File: config.mk
export PLATFORM = sky130hd
export DESIGN_NAME = instr_issue_unit
export DESIGN_NICKNAME = d
export VERILOG_FILES = /design/src/rtl/compalu_pkg.sv /design/src/rtl/instr_mem.sv /design/src/rtl/instr_issue_unit.sv
export SDC_FILE = /design/constraint.sdc
export NUM_CORES = 1
export LEC_CHECK = 0
export CAP_MARGIN = 20
export CORE_ASPECT_RATIO = 1.25
export CORE_MARGIN = 3
export CORE_UTILIZATION = 30
export CTS_CLUSTER_SIZE = 12
export DETAILED_ROUTE_END_ITERATION = 8
export PLACE_DENSITY = 0.41
export SLEW_MARGIN = 0
export SYNTH_ARGS = -nofsm -noshare
export SYNTH_HDL_FRONTEND = slang
export SYNTH_SLANG_ARGS = --single-unit
File: constraint.sdc
create_clock -name clk -period 4.11 [get_ports clk]
set_input_delay 0.411 -clock clk [delete_from_list [all_inputs] [get_ports clk]]
set_output_delay 0.411 -clock clk [all_outputs]
set_load 0.02 [all_outputs]
File: src/rtl/compalu_pkg.sv
// Shared definitions for the CompALU front end: instruction word layout and
// the issue-unit state encoding.
package compalu_pkg;

  localparam int INSTR_W = 32;

  // R-type field positions: OpCode_Src1_Src2_RESERVED_shamt_funct
  localparam int OPCODE_MSB = 31;
  localparam int OPCODE_LSB = 26;
  localparam int SRC1_MSB   = 25;
  localparam int SRC1_LSB   = 21;
  localparam int SRC2_MSB   = 20;
  localparam int SRC2_LSB   = 16;
  localparam int SHAMT_MSB  = 10;
  localparam int SHAMT_LSB  = 6;
  localparam int FUNCT_MSB  = 5;
  localparam int FUNCT_LSB  = 0;

  typedef enum logic [1:0] {
    IDLE  = 2'd0,
    FETCH = 2'd1,
    ISSUE = 2'd2,
    DONE  = 2'd3
  } issue_state_t;

endpackage

File: src/rtl/instr_mem.sv
// Single-port program RAM with synchronous write and registered synchronous read.
// The read register doubles as the issued-instruction output, so it is the only part reset.
module instr_mem
  import compalu_pkg::*;
#(
  parameter int DEPTH = 32,
  parameter int AW    = 5,
  parameter int W     = INSTR_W
) (
  input  logic          clk,
  input  logic          rst,
  input  logic          en,
  input  logic          we,
  input  logic [AW-1:0] addr,
  input  logic [W-1:0]  wdata,
  output logic [W-1:0]  rdata
);

  logic [W-1:0] mem [DEPTH];

  always_ff @(posedge clk) begin
    if (en && we) mem[addr] <= wdata;
  end

  // Read data holds between reads so the last issued word stays visible.
  always_ff @(posedge clk or posedge rst) begin
    if (rst)             rdata <= '0;
    else if (en && !we)  rdata <= mem[addr];
  end

endmodule

File: src/rtl/instr_issue_unit.sv
// Program feeder for the CompALU: loads a short instruction program and issues it
// word by word to the ALU over a valid/ready handshake.
module instr_issue_unit
  import compalu_pkg::*;
#(
  parameter int DEPTH   = 32,
  parameter int AW      = 5,
  parameter int INSTR_W = compalu_pkg::INSTR_W
) (
  input  logic               clk,
  input  logic               rst,
  input  logic               load_en,
  input  logic [AW-1:0]      load_addr,
  input  logic [INSTR_W-1:0] load_data,
  input  logic               start,
  input  logic [AW:0]        prog_len,
  input  logic               abort,
  output logic [INSTR_W-1:0] instr_out,
  output logic               instr_valid,
  input  logic               instr_ready,
  output logic [AW-1:0]      pc_out,
  output logic               busy,
  output logic               done
);

  localparam logic [AW:0] DEPTH_L = (AW+1)'(DEPTH);
  localparam logic [AW:0] ONE_L   = (AW+1)'(1);

  function automatic logic [AW:0] clamp_len(input logic [AW:0] l);
    return (l > DEPTH_L) ? DEPTH_L : l;
  endfunction

  issue_state_t  state, state_nxt;
  logic [AW-1:0] pc, pc_nxt;
  logic [AW:0]   len, len_nxt;
  logic          valid_nxt, done_nxt;
  logic          mem_wr, mem_rd;
  logic [AW:0]   len_m1;
  logic          last_word;

  assign len_m1    = len - ONE_L;
  assign last_word = ({1'b0, pc} == len_m1);

  always_comb begin
    state_nxt = state;
    pc_nxt    = pc;
    len_nxt   = len;
    valid_nxt = instr_valid;
    done_nxt  = done;
    mem_wr    = 1'b0;
    mem_rd    = 1'b0;
    case (state)
      IDLE, DONE: begin
        mem_wr = load_en;
        if (abort) begin
          state_nxt = IDLE;
          done_nxt  = 1'b0;
          pc_nxt    = '0;
        end else if (start) begin
          pc_nxt = '0;
          if (prog_len == '0) begin
            state_nxt = DONE;
            done_nxt  = 1'b1;
          end else begin
            state_nxt = FETCH;
            len_nxt   = clamp_len(prog_len);
            done_nxt  = 1'b0;
          end
        end
      end
      FETCH: begin
        if (abort) begin
          state_nxt = IDLE;
          valid_nxt = 1'b0;
          done_nxt  = 1'b0;
          pc_nxt    = '0;
        end else begin
          mem_rd    = 1'b1;
          valid_nxt = 1'b1;
          state_nxt = ISSUE;
        end
      end
      ISSUE: begin
        // Abort wins over a same-cycle handshake: that word is not issued.
        if (abort) begin
          state_nxt = IDLE;
          valid_nxt = 1'b0;
          done_nxt  = 1'b0;
          pc_nxt    = '0;
        end else if (instr_valid && instr_ready) begin
          valid_nxt = 1'b0;
          if (last_word) begin
            state_nxt = DONE;
            done_nxt  = 1'b1;
          end else begin
            pc_nxt    = pc + 1'b1;
            state_nxt = FETCH;
          end
        end
      end
      default: begin
        state_nxt = IDLE;
        valid_nxt = 1'b0;
      end
    endcase
  end

  always_ff @(posedge clk or posedge rst) begin
    if (rst) begin
      state       <= IDLE;
      pc          <= '0;
      len         <= '0;
      instr_valid <= 1'b0;
      done        <= 1'b0;
    end else begin
      state       <= state_nxt;
      pc          <= pc_nxt;
      len         <= len_nxt;
      instr_valid <= valid_nxt;
      done        <= done_nxt;
    end
  end

  instr_mem #(
    .DEPTH (DEPTH),
    .AW    (AW),
    .W     (INSTR_W)
  ) u_mem (
    .clk   (clk),
    .rst   (rst),
    .en    (mem_wr | mem_rd),
    .we    (mem_wr),
    .addr  (mem_rd ? pc : load_addr),
    .wdata (load_data),
    .rdata (instr_out)
  );

  assign pc_out = pc;
  assign busy   = (state == FETCH) || (state == ISSUE);

endmodule

### Word-level counts from Yosys, hierarchy flattened

Memory sizes are Yosys's and may differ from the RTL's. A register that Yosys moved wholly into a read port is not among the register bits.
Index checks and enable logic that the tools add are counted.

| storage, ports and cells | value |
|---|---|
| word-level logic and storage cells | 68 |
| bits in writable memories | 1,024 |
| register bits | 15 |
| output and inout port bits | 40 |
| bits of input ports | 49 |
| memories kept | 1 |

Memories:

| memory | depth | width | rd ports | clocked after Yosys merged registers in | write ports | line | text |
|---|---|---|---|---|---|---|---|
| u_mem.mem | 32 | 32 | 1 | 1 | 1 | instr_mem.sv:19 | `logic [W-1:0] mem [DEPTH];` |

| operators by class | value |
|---|---|
| bitwise operators | 3 |
| reductions and logical operators | 14 |
| $add $sub $neg | 2 |
| muxes and demuxes | 33 |
| order comparisons | 1 |
| equality and inequality tests | 9 |

Operator list:

| kind | count |
|---|---|
| $mux W5 | 7 |
| $pmux W5 S3 | 1 |
| $mux W1 | 14 |
| $mux W2 | 7 |
| $ne A3 B3 Y1 const B | 4 |
| $reduce_and A4 Y1 | 3 |
| $eq A5 B6 Y1 | 1 |
| $gt A6 B6 Y1 const B | 1 |
| $logic_not A6 Y1 | 1 |
| $mux W6 | 1 |
| $pmux W2 S3 | 1 |
| $sub A6 B1 Y6 const B | 1 |
| $add A5 B1 Y5 const B | 1 |
| $eq A2 B2 Y1 const B | 2 |
| $reduce_and A2 Y1 | 2 |
| $logic_and A1 B1 Y1 | 3 |
| $pmux W1 S3 | 1 |
| $eq A2 B1 Y1 const B | 1 |
| $logic_not A2 Y1 | 1 |
| $ne A2 B2 Y1 const B | 1 |
| $not A1 Y1 | 2 |
| $pmux W1 S2 | 1 |
| $reduce_bool A2 Y1 | 1 |
| $reduce_or A2 Y1 | 1 |
| 3 further kinds | 3 |

### Logic depth before layout (Yosys ltp)

Gate-level depths: netlist of run 1.

| logic depth | value |
|---|---|
| word-level depth | 7 |
| gate-level depth with buffers | 13 |
| mapped depth without buffers | 8 |

### By module

From an unflattened synthesis of run 1, not the netlist that was laid out.

| unflattened totals | value |
|---|---|
| cells, all modules | 2,082 |
| area total of the unflattened synthesis | 41,243.3 um^2 |

By module, submodules not included:

| module | area an instance (um^2) | instances | sequential area each (um^2) | cells each |
|---|---|---|---|---|
| instr_mem | 40,144.8 | 1 | 31,550.3 | 1,956 |
| instr_issue_unit | 1,098.6 | 1 | 375.4 | 126 |

### Worst setup path after synthesis of run 1

Ideal clock, no wire load.

| timing | value |
|---|---|
| path kind | reg-to-reg |
| start point | register state[1] |
| end point | memory u_mem.mem[11][0] in the netlist's numbering (enable) |
| buffers on the path | 3 |
| arrival time | 3,205 ps |
| cell stages (with the launch flop) | 10 |
| clock period less this slack | 3,626 ps |
| data required time | 3,689 ps |
| library setup time | 421 ps |
| slack | 484 ps |
| cells stage by stage | dfrtp_1 -> inv_1 -> ha_1 -> buf_4 -> nand2b_4 -> mux2i_1 -> clkbuf_1 -> buf_2 -> nand3_1 -> nor2_1 |

| on the way | value |
|---|---|
| word-level cells in the longest chain between the ends | 7 |
| elaborated cells between the ends (all ways) | 11 |
| classes of those cells | eq/ne: 2; mux: 5; bitwise: 1; reduce/logical: 3 |

RTL lines:

| element | line | text |
|---|---|---|
| start: declaration | instr_issue_unit.sv:33 | `issue_state_t state, state_nxt;` |
| start signal: assignment | instr_issue_unit.sv:116 | `state <= state_nxt;` |
| $eq A2 B2 Y1 or $logic_not A2 Y1 (tied branches) | instr_issue_unit.sv:52 | `case (state)` |
| $reduce_or A2 Y1 | instr_issue_unit.sv:52 |  |
| $mux W1 | instr_issue_unit.sv:52 |  |
| $or A1 B1 Y1 | instr_issue_unit.sv:131 | `.en (mem_wr \| mem_rd),` |
| $logic_and A1 B1 Y1 | instr_mem.sv:22 | `if (en && we) mem[addr] <= wdata;` |
| $mux W1 | instr_mem.sv:22 |  |
| $mux W1 (not written as such) | instr_mem.sv:22 |  |
| end: declaration | instr_mem.sv:19 |  |

Several ways; a longest one is shown, not always the timed one.

### Worst setup path after layout of run 1

| timing | value |
|---|---|
| start point | register state[1] |
| end point | register u_mem.rdata[19] (read register of u_mem.mem) |

| on the way | value |
|---|---|
| word-level cells in the longest chain between the ends | 5 |
| elaborated cells between the ends (all ways) | 10 |
| classes of those cells | eq/ne: 2; mux: 3; bitwise: 1; reduce/logical: 4 |

RTL lines:

| element | line | text |
|---|---|---|
| $eq A2 B2 Y1 or $logic_not A2 Y1 (tied branches) | instr_issue_unit.sv:52 |  |
| $reduce_or A2 Y1 | instr_issue_unit.sv:52 |  |
| $mux W1 | instr_issue_unit.sv:52 |  |
| $or A1 B1 Y1 or $logic_not A1 Y1 (tied branches) | instr_issue_unit.sv:131, instr_mem.sv:28 |  |
| $logic_and A1 B1 Y1 | instr_mem.sv:28 | `else if (en && !we) rdata <= mem[addr];` |
| end: declaration | instr_mem.sv:16 | `output logic [W-1:0] rdata` |

Several ways; a longest one is shown, not always the timed one.
A chain may end at the register's enable or synchronous reset.

==> results of run 1 <==
[kinds of logic (layout without fill, tap and decap cells)]
kind of cell / Yosys count / count (layout)
buffers and inverters: 166 / 461
muxes: 7 / 7
other: 0 / 3
adders and majority gates: 4 / 4
AOI/OAI and AO/OA: 836 / 836
xor gates and xnor gates: 5 / 5
DFF: 1071 / 1071
and+or+nand+nor: 223 / 223
[tightest hold or removal path: stages]
cell	delay, ns
clkdlybuf4s50_1	0.42
nand2b_1	0.07
o21ai_0	0.07
[power groups by stage]
stage | clock network (mW) | logic [mW] | registers, mW
floorplan | 0 | 1.92 | 13.0
global placement | 0 | 3.98 | 13.0
detailed placement | 0 | 4.04 | 13.0
CTS | 9.75 | 4.05 | 12.8
global route | 10.2 | 4.32 | 12.8
finish | 9.51 | 4.01 | 12.7
[final cells by class]
type | instances | area share, %
sequential | 1071 | 67.2
multi-input combinational | 1075 | 15.2
clock buffer | 166 | 6.45
timing repair buffer | 249 | 5.93
tap | 1725 | 4.54
clock inverter | 32 | 0.637
inverter | 14 | 0.113
antenna | 3 | 0.0158
[sequential cells by signal, indices dropped and copies added, names as in the netlist]
signal       count
done             1
instr_valid      1
len              6
pc_out           5
state            2
u_mem.mem     1024
u_mem.rdata     32
[cell usage after synthesis]
library cell	count
edfxtp_1	1024
a22oi_1	492
a21oi_1	263
nor2_1	108
buf_2	86
dfrtp_1	47
clkbuf_1	40
nor3_1	35
a31oi_1	34
nor4_1	32
a22oi_2	20
buf_6	17
nand2_1	15
inv_1	14
o21ai_0	11
buf_1	7
nand3_1	6
mux2i_1	5
nand2b_1	5
ha_1	4
nand2_2	4
a21o_1	3
a31o_1	3
a31o_2	3
nor4b_1	3
nor4bb_1	3
or3_1	3
xor2_1	3
a211oi_1	2
and2_1	2
mux2_2	2
nand3b_1	2
xnor2_1	2
a211o_1	1
a311oi_1	1
and3_1	1
and4bb_1	1
buf_4	1
clkbuf_2	1
nand2b_4	1
nand4_1	1
nor2b_1	1
o2111ai_1	1
o31ai_2	1
o41ai_1	1
[per-stage QoR]
step	area (um2)	power, mW	utilization [%]	setup slack, ns	cells
after global placement	43600	17.0	33.4	0.644	4109
after floorplan	39700	14.9	-	0.484	2312
after global routing	47500	27.2	36.4	0.629	4332
after detailed placement	43900	17.0	33.6	0.625	4121
after CTS	47200	26.5	36.1	0.836	4320
final	47500	26.2	36.4	0.810	4335
[metal layers]
metal	part of all wire (%)	GRT usage, %	wire (um)
met1	43	23.8	54800
met2	49	30.5	61900
met3	5.0	3.07	6330
met4	3.1	6.42	3920
met5	0.010	0	13
[path summary, 6_finish.rpt]
path | to | cells past startpoint | from | slack [ns]
setup / recovery | u_mem.rdata[19] | 9 | state[1] | 0.81
hold / removal | len[1] | 3 | prog_len[1] | 0.32
setup reg to reg | u_mem.rdata[19] | 9 | state[1] | 0.81
hold reg to reg | len[5] | 1 | len[5] | 0.55
max in group asynchronous | u_mem.rdata[4] | 4 | rst | 2.95
min in group asynchronous | pc_out[2] | 3 | rst | 0.57
==> flow_metrics.tcl, run 1 <==
set metrics [dict create \
    outcome "complete, no violations" \
    synth_compound_area_share_pct 14.3 \
    fin_nets 2573 \
    synth_area_leaders "edfxtp_1, a22oi_1, a21oi_1, dfrtp_1, buf_2" \
    internal_power_mw 19.2 \
    fillers 12300 \
    tns_ns 0 \
    holdWs_ns 0.323 \
    synth.distinct_cells 45 \
    grt_pass1_wl_mm 178 \
    syn_nets 2365 \
    cts.path.max_buffers 3 \
    worst_slew_margin_rel_pct 29.7 \
    ant_nets 0 \
    p_clk_share_pct 36.2 \
    cts_hold_buf 1 \
    ys_seq_area_share_pct 80.4 \
    skew_ns 0.0280 \
    min_period_ns 3.30 \
    grt_max_degree 58 \
    layout_common_cells "edfxtp_1, a22oi_1, a21oi_1" \
    cts_max_level 3 \
    synth_top_area_cell "edfxtp_1" \
    routed_wl_mm 127 \
    power.leakage_nw 14.7 \
    arrival_ns 3.82 \
    grt_pass1_vias 23100 \
    fp.dieW_um 331 \
    synthCells 2312 \
    p_seq_share_pct 48.5 \
    cp_slowest_cell "nor3_1" \
    post_cts_resized 0 \
    cap_violations 0 \
    coreArea_um2 131000 \
    cts_tree "done" \
    viasPerCell 5.24 \
    critical_path_required_ns 4.63 \
    dr.pass1.iters 5 \
    min_path_type "primary input to flip-flop" \
    rsz0062_at_grt "false" \
    place.gp.congestion 0.760 \
    slowest_delay_ns 0.60 \
    peakVddDrop_mv 0.304 \
    dpl.hpwl_mm 75.3 \
    post_cts_buffers 0 \
    max_freq_ghz 0.303 \
    ios 89 \
    clk_latency_ns 0.70 \
    antenna_found_initial 4 \
    areaGrowthSynthToFinish_pct 19.8 \
    regArea_um2 31900 \
    drt_iter0_drc 1896 \
    combPwrFrac_pct 15.3 \
    switching_share_pct 26.9 \
    start_util_pct 30.4 \
    cp-start-kind "flip-flop" \
    power_switching_mw 7.06 \
    drc 0 \
    tightest_slew_ns 1.05 \
    setup_viol 0 \
    cts_buffers 109 \
    cp.buffers_inverters 2 \
    critical_path.top_delay_family "compound AO/OA/AOI/OAI gates" \
    period_share_pct 80.3 \
    cp_max_fo 56 \
    final_layout_size_suffix_gt1_share_pct 14.2 \
    grt.total_usage_pct 18.2 \
    synth_top_family_by_area "compound AO/OA/AOI/OAI gates" \
    crit_chain "inv_1, ha_1, nand2b_4, a31o_4, buf_12, a22oi_1, a21oi_1, nor3_1, a31oi_1" \
    finalHoldViolCount 0 \
    muxShareOfSynthArea_pct 0.183 \
    syn-cell-area_um2 39700 \
    ys_ff_latch 1071 \
    port_buffers 88 \
    avgSynthCellArea_um2 17.2 \
    root_buffer "clkbuf_16" \
    slew_viol_final 0 \
    power.density_nw_per_um2 552 \
    yosys_warnings 0 \
    synth_top_cell_area_share_pct 77.5 \
    fp.dieH_um 413 \
    num_rows 148 \
    synth_fa_ha_area_share_pct 0.126 \
    end_kind "flip-flop" \
    worst-setup-path-type "flip-flop to flip-flop" \
    wl_per_cell_um 29.3 \
    clock-sinks 1071 \
    final_common_cell "edfxtp_1" \
    dieArea_um2 137000 \
    synthXorXnorAreaFrac_pct 0.110 \
    num_vias 22700 \
    clk_pin_slew_ns 0.06 \
    multi_input_comb_area_um2 7200 \
    synthSimpleGateAreaFrac_pct 2.70 \
    grt_overflow_total 0 \
]
Note: power is estimated with default switching activity, not from simulation.
==> run 2, diff against run 1 <==
PLACE_DENSITY = 0.43   (was 0.41)
clock period = 2.75 ns   (was 4.11 ns; I/O delays follow)
==> flow_metrics.tcl, run 2 (synthesis gave the netlist of run 1 again) <==
set metrics [dict create \
    skew_ns 0.0279 \
    worst-setup-path-type "flip-flop to flip-flop" \
    fin_nets 2675 \
    min_path_type "primary input to flip-flop" \
    holdWs_ns 0.183 \
    clock-sinks 1071 \
    outcome "complete, no violations" \
    dpl.hpwl_mm 78.5 \
    dieArea_um2 137000 \
    clk_pin_slew_ns 0.06 \
    antenna_found_initial 1 \
    critical_path_required_ns 3.31 \
    cap_violations 0 \
    setup_viol 0 \
    routed_wl_mm 130 \
    fp.dieW_um 331 \
    power.total_mw 39.8 \
    min_period_ns 2.67 \
    clk_latency_ns 0.72 \
    port_buffers 88 \
    final_layout_size_suffix_gt1_share_pct 18.4 \
    ant_nets 0 \
    tightest_slew_ns 0.714 \
    end_kind "flip-flop" \
    final_common_cell "edfxtp_1" \
    grt_pass1_wl_mm 183 \
    placed_cell_area_um2 45700 \
    dr.pass1.iters 6 \
    cts_max_level 3 \
    finalHoldViolCount 0 \
    worst_slew_margin_rel_pct 52.2 \
    grt_pass1_vias 24000 \
    design_area_um2 49200 \
    place.gp.congestion 0.776 \
    cts_buffers 108 \
    wl_per_cell_um 29.2 \
    cts.path.max_buffers 3 \
    slew_viol_final 0 \
    areaGrowthSynthToFinish_pct 24.0 \
    period_share_pct 97.0 \
    largest_reg_flops 1024 \
    placed_cells 4234 \
    power.leakage_nw 15.4 \
    largestRegisters "u_mem.mem (1024), u_mem.rdata (32), len (6)" \
    cts_tree "done" \
    grt.total_usage_pct 18.6 \
    fp.dieH_um 413 \
    finalNonFillerCells 4438 \
    regMostFlops "u_mem.mem" \
    arrival_ns 3.23 \
    layout_common_cells "edfxtp_1, a22oi_1, a21oi_1" \
    coreArea_um2 131000 \
    ios 89 \
    fillers 12100 \
    max_freq_ghz 0.375 \
    utilization_pct 37.7 \
    grt_max_degree 63 \
    num_vias 23400 \
    grt_overflow_total 0 \
    root_buffer "clkbuf_16" \
    drc 0 \
    power.density_nw_per_um2 808 \
    start_util_pct 30.4 \
    cp-start-kind "flip-flop" \
    viasPerCell 5.27 \
    peakVddDrop_mv 0.524 \
    num_rows 148 \
    drt_iter0_drc 2275 \
    cp_max_fo 35 \
]
==> run 2: cell types whose count changed in the layout (fill, tap and decap cells not counted), moves of 7 or more <==
cell | previous run | this run
buf_12 | 30 | 119
buf_16 | 11 | 1
buf_4 | 107 | 140
buf_8 | 8 | 1
clkbuf_16 | 115 | 108
clkbuf_8 | 8 | 19
clkinv_1 | 15 | 3
nor4_1 | 32 | 24
==> run 2: power breakdown <==
group | internal, mW | total [mW] | switching [mW]
Combinational | 2.58 | 6.75 | 4.17
Sequential | 18.5 | 19.0 | 0.470
Clock | 7.90 | 14.0 | 6.12
==> run 2: path summary, 6_finish.rpt <==
| path | from | endpoint | slack [ns] | cells after the start |
|---|---|---|---|---|
| max in group asynchronous | rst | u_mem.rdata[23] | 1.50 | 4 |
| hold reg to reg | len[5] | len[5] | 0.53 | 1 |
| min in group asynchronous | rst | pc_out[2] | 0.50 | 3 |
| setup reg to reg | state[1] | u_mem.rdata[0] | 0.08 | 10 |
| hold / removal | prog_len[0] | len[0] | 0.18 | 3 |
| setup / recovery | state[1] | u_mem.rdata[0] | 0.08 | 10 |
==> run 2: worst max-delay path: stages (launching register included) <==
cell      delay (ns)
dfrtp_1         0.42
inv_1           0.10
ha_4            0.20
and4bb_1        0.20
a31o_4          0.28
buf_12          0.19
buf_4           0.19
a22oi_1         0.25
a21oi_1         0.14
nor4_1          0.37
a31oi_1         0.14
==> run 2: layout make-up <==
class,instances,area (um2),share of cell area [%]
well taps,1725,2160,4.38
repair buffers,352,4390,8.92
diodes,1,2.50,0.00508
multi-input cells,1075,7370,15.0
clock inverters,20,174,0.353
clock buffers,180,3160,6.42
flip-flops and latches,1071,31900,64.8
inverters,14,53.8,0.109
==> run 2: timing repair <==
item                                   in CTS  in global routing
endpoints found under the hold margin      15                  0
hold buffers                                1                  0
setup endpoints to repair                  11                 19
buffers inserted                            0                  1
pin swaps                                   0                  4
resized for setup                          12                  7
==> run 2: per-stage QoR <==
step / TNS, ns / worst slack (ns)
CTS: -0.0187 / -0.0153
detailed placement: -4.76 / -0.453
global route: -0.0977 / -0.0357
finish: 0 / 0.0828
floorplan: 0 / 0.00309
global placement: -5.66 / -0.471
==> run 2: per-layer routing <==
metal / track usage [%] / routed length, um / vias to the layer above
met4: 5.31 / 3020 / 0
li1: - / - / 10100
met3: 2.40 / 6240 / 169
met1: 25.3 / 56700 / 12300
met2: 31.4 / 63800 / 786
met5: 0 / 0 / -
==> run 3, diff against run 2 <==
CORE_UTILIZATION = 55   (was 30)
PLACE_DENSITY = 0.72   (was 0.43)
==> flow_metrics.tcl, run 3 (synthesis gave the netlist of run 1 again) <==
set metrics [dict create \
    dieArea_um2 75400 \
    cap_violations 0 \
    fin_nets 2591 \
    grt_pass1_vias 24000 \
    design_area_um2 47100 \
    dr.pass1.iters 6 \
    setup_viol 0 \
    cts_max_level 3 \
    root_buffer "clkbuf_16" \
    worst_slew_margin_rel_pct 26.8 \
    final_layout_size_suffix_gt1_share_pct 14.9 \
    min_path_type "primary input to asynchronous set/reset pin" \
    num_vias 24400 \
    coreArea_um2 71100 \
    skew_ns 0.0329 \
    ant_nets 0 \
    cts.path.max_buffers 3 \
    ios 89 \
    fp.dieH_um 306 \
    layout_common_cells "edfxtp_1, a22oi_1, a21oi_1" \
    pre_cts_slack_ns -0.206 \
    regMostFlops "u_mem.mem" \
    arrival_ns 3.23 \
    cp_max_fo 48 \
    crit_chain "inv_1, ha_4, nand2b_4, a31o_4, buf_12, buf_4, a22oi_1, a21oi_1, nor4_1, a31oi_1" \
    antenna_found_initial 0 \
    rsz0062_at_grt "true" \
    port_buffers 88 \
    cp-start-kind "flip-flop" \
    largest_reg_flops 1024 \
    start_util_pct 55.9 \
    period_share_pct 98.3 \
    areaGrowthSynthToFinish_pct 18.8 \
    tightest_slew_ns 1.09 \
    wl_per_cell_um 31.2 \
    cts_hold_buf 0 \
    worst-setup-path-type "flip-flop to flip-flop" \
    fp.dieW_um 246 \
    routed_wl_mm 111 \
    drc 0 \
    num_rows 109 \
    final_common_cell "edfxtp_1" \
    holdWs_ns 0.0447 \
    power.density_nw_per_um2 811 \
    end_kind "flip-flop" \
    clock-sinks 1071 \
    utilization_pct 66.4 \
    grt_pass1_wl_mm 160 \
    place.gp.congestion 0.855 \
    tns_ns 0 \
    grt_overflow_total 0 \
    viasPerCell 6.85 \
    peakVddDrop_mv 0.745 \
    critical_path_required_ns 3.27 \
    grtUsageMet3_pct 5.72 \
    slew_viol_final 0 \
    placed_cell_area_um2 43900 \
    max_freq_ghz 0.370 \
    fillers 4544 \
    cts_buffers 102 \
    use_met2_pct 46.7 \
    clk_pin_slew_ns 0.06 \
    setup_ws_ns 0.0465 \
    outcome "complete, no violations" \
    slowest_delay_ns 0.40 \
    cts_tree "done" \
    grt_max_degree 64 \
    grt.total_usage_pct 29.3 \
    dpl.hpwl_mm 61.7 \
    grtUsageMet1_pct 40.6 \
    drt_iter0_drc 3588 \
    grt.busiest_layer "met2" \
    finalHoldViolCount 0 \
    largestRegisters "u_mem.mem (1024), u_mem.rdata (32), len (6)" \
    power.leakage_nw 14.8 \
    clk_latency_ns 0.68 \
    min_period_ns 2.70 \
    cp_slowest_cell "dfrtp_1" \
]
==> run 3: cell count changes in the layout (fill, tap and decap cells not counted), moves of 3 or more <==
cell        change
buf_12         -19
buf_4          -61
clkbuf_1        +9
clkbuf_8       -17
clkinv_2        -6
clkinvlp_4      -3
nor4_1          +3
==> run 3: power by group <==
group,leakage (nW),switching (mW),internal (mW),total (mW)
combinational,3.53,3.91,2.36,6.27
sequential,9.78,0.453,18.5,19.0
clock,1.45,5.69,7.28,13.0
==> run 3: cell type report <==
cell class / instances / area (um2) / share of cell area (%)
sequential: 1071 / 31900 / 67.7
multi-input combinational: 1075 / 7310 / 15.5
timing repair buffer: 274 / 3640 / 7.72
clock buffer: 168 / 2860 / 6.07
tap: 943 / 1180 / 2.50
clock inverter: 12 / 175 / 0.372
inverter: 14 / 52.6 / 0.111
antenna: 1 / 2.50 / 0.00531
==> run 3: repair_timing <==
item                       in CTS  in global routing
resized for setup               5                  4
pin swaps                       0                  2
gates cloned                    0                  0
setup endpoints to repair       9                 17
buffers inserted                0                  2
==> run 3: worst max-delay path: cells and delay by family, from the launching register on <==
kind | cells | cell delay [ns]
compound gates | 4 | 0.86
flops | 1 | 0.40
fa+ha+maj | 1 | 0.20
buf+inv | 3 | 0.52
simple gates | 2 | 0.54
==> run 3: path summary, 6_finish.rpt <==
path	start	end	slack, ns	depth (start not counted)
max	state[1]	u_mem.rdata[21]	0.05	10
max in group asynchronous	rst	u_mem.rdata[1]	2.36	3
max reg2reg	state[1]	u_mem.rdata[21]	0.05	10
min	rst	u_mem.rdata[16]	0.04	3
min in group clk	prog_len[3]	len[3]	0.24	3
min reg2reg	instr_valid	instr_valid	0.56	2
==> run 3: routing by layer <==
| metal | up-vias | part of all wire, % |
|---|---|---|
| met5 | - | 0 |
| met4 | 0 | 4.1 |
| met3 | 298 | 11 |
| met2 | 1783 | 48 |
| met1 | 12400 | 37 |
| li1 | 9942 | - |
==> run 3: stage by stage <==
stage                     power [mW]  instances
after floorplan                 22.4       2312
final                           38.2       3558
after CTS                       38.2       3548
after global placement          25.3       3368
after global routing            39.4       3557
after detailed placement        25.4       3368
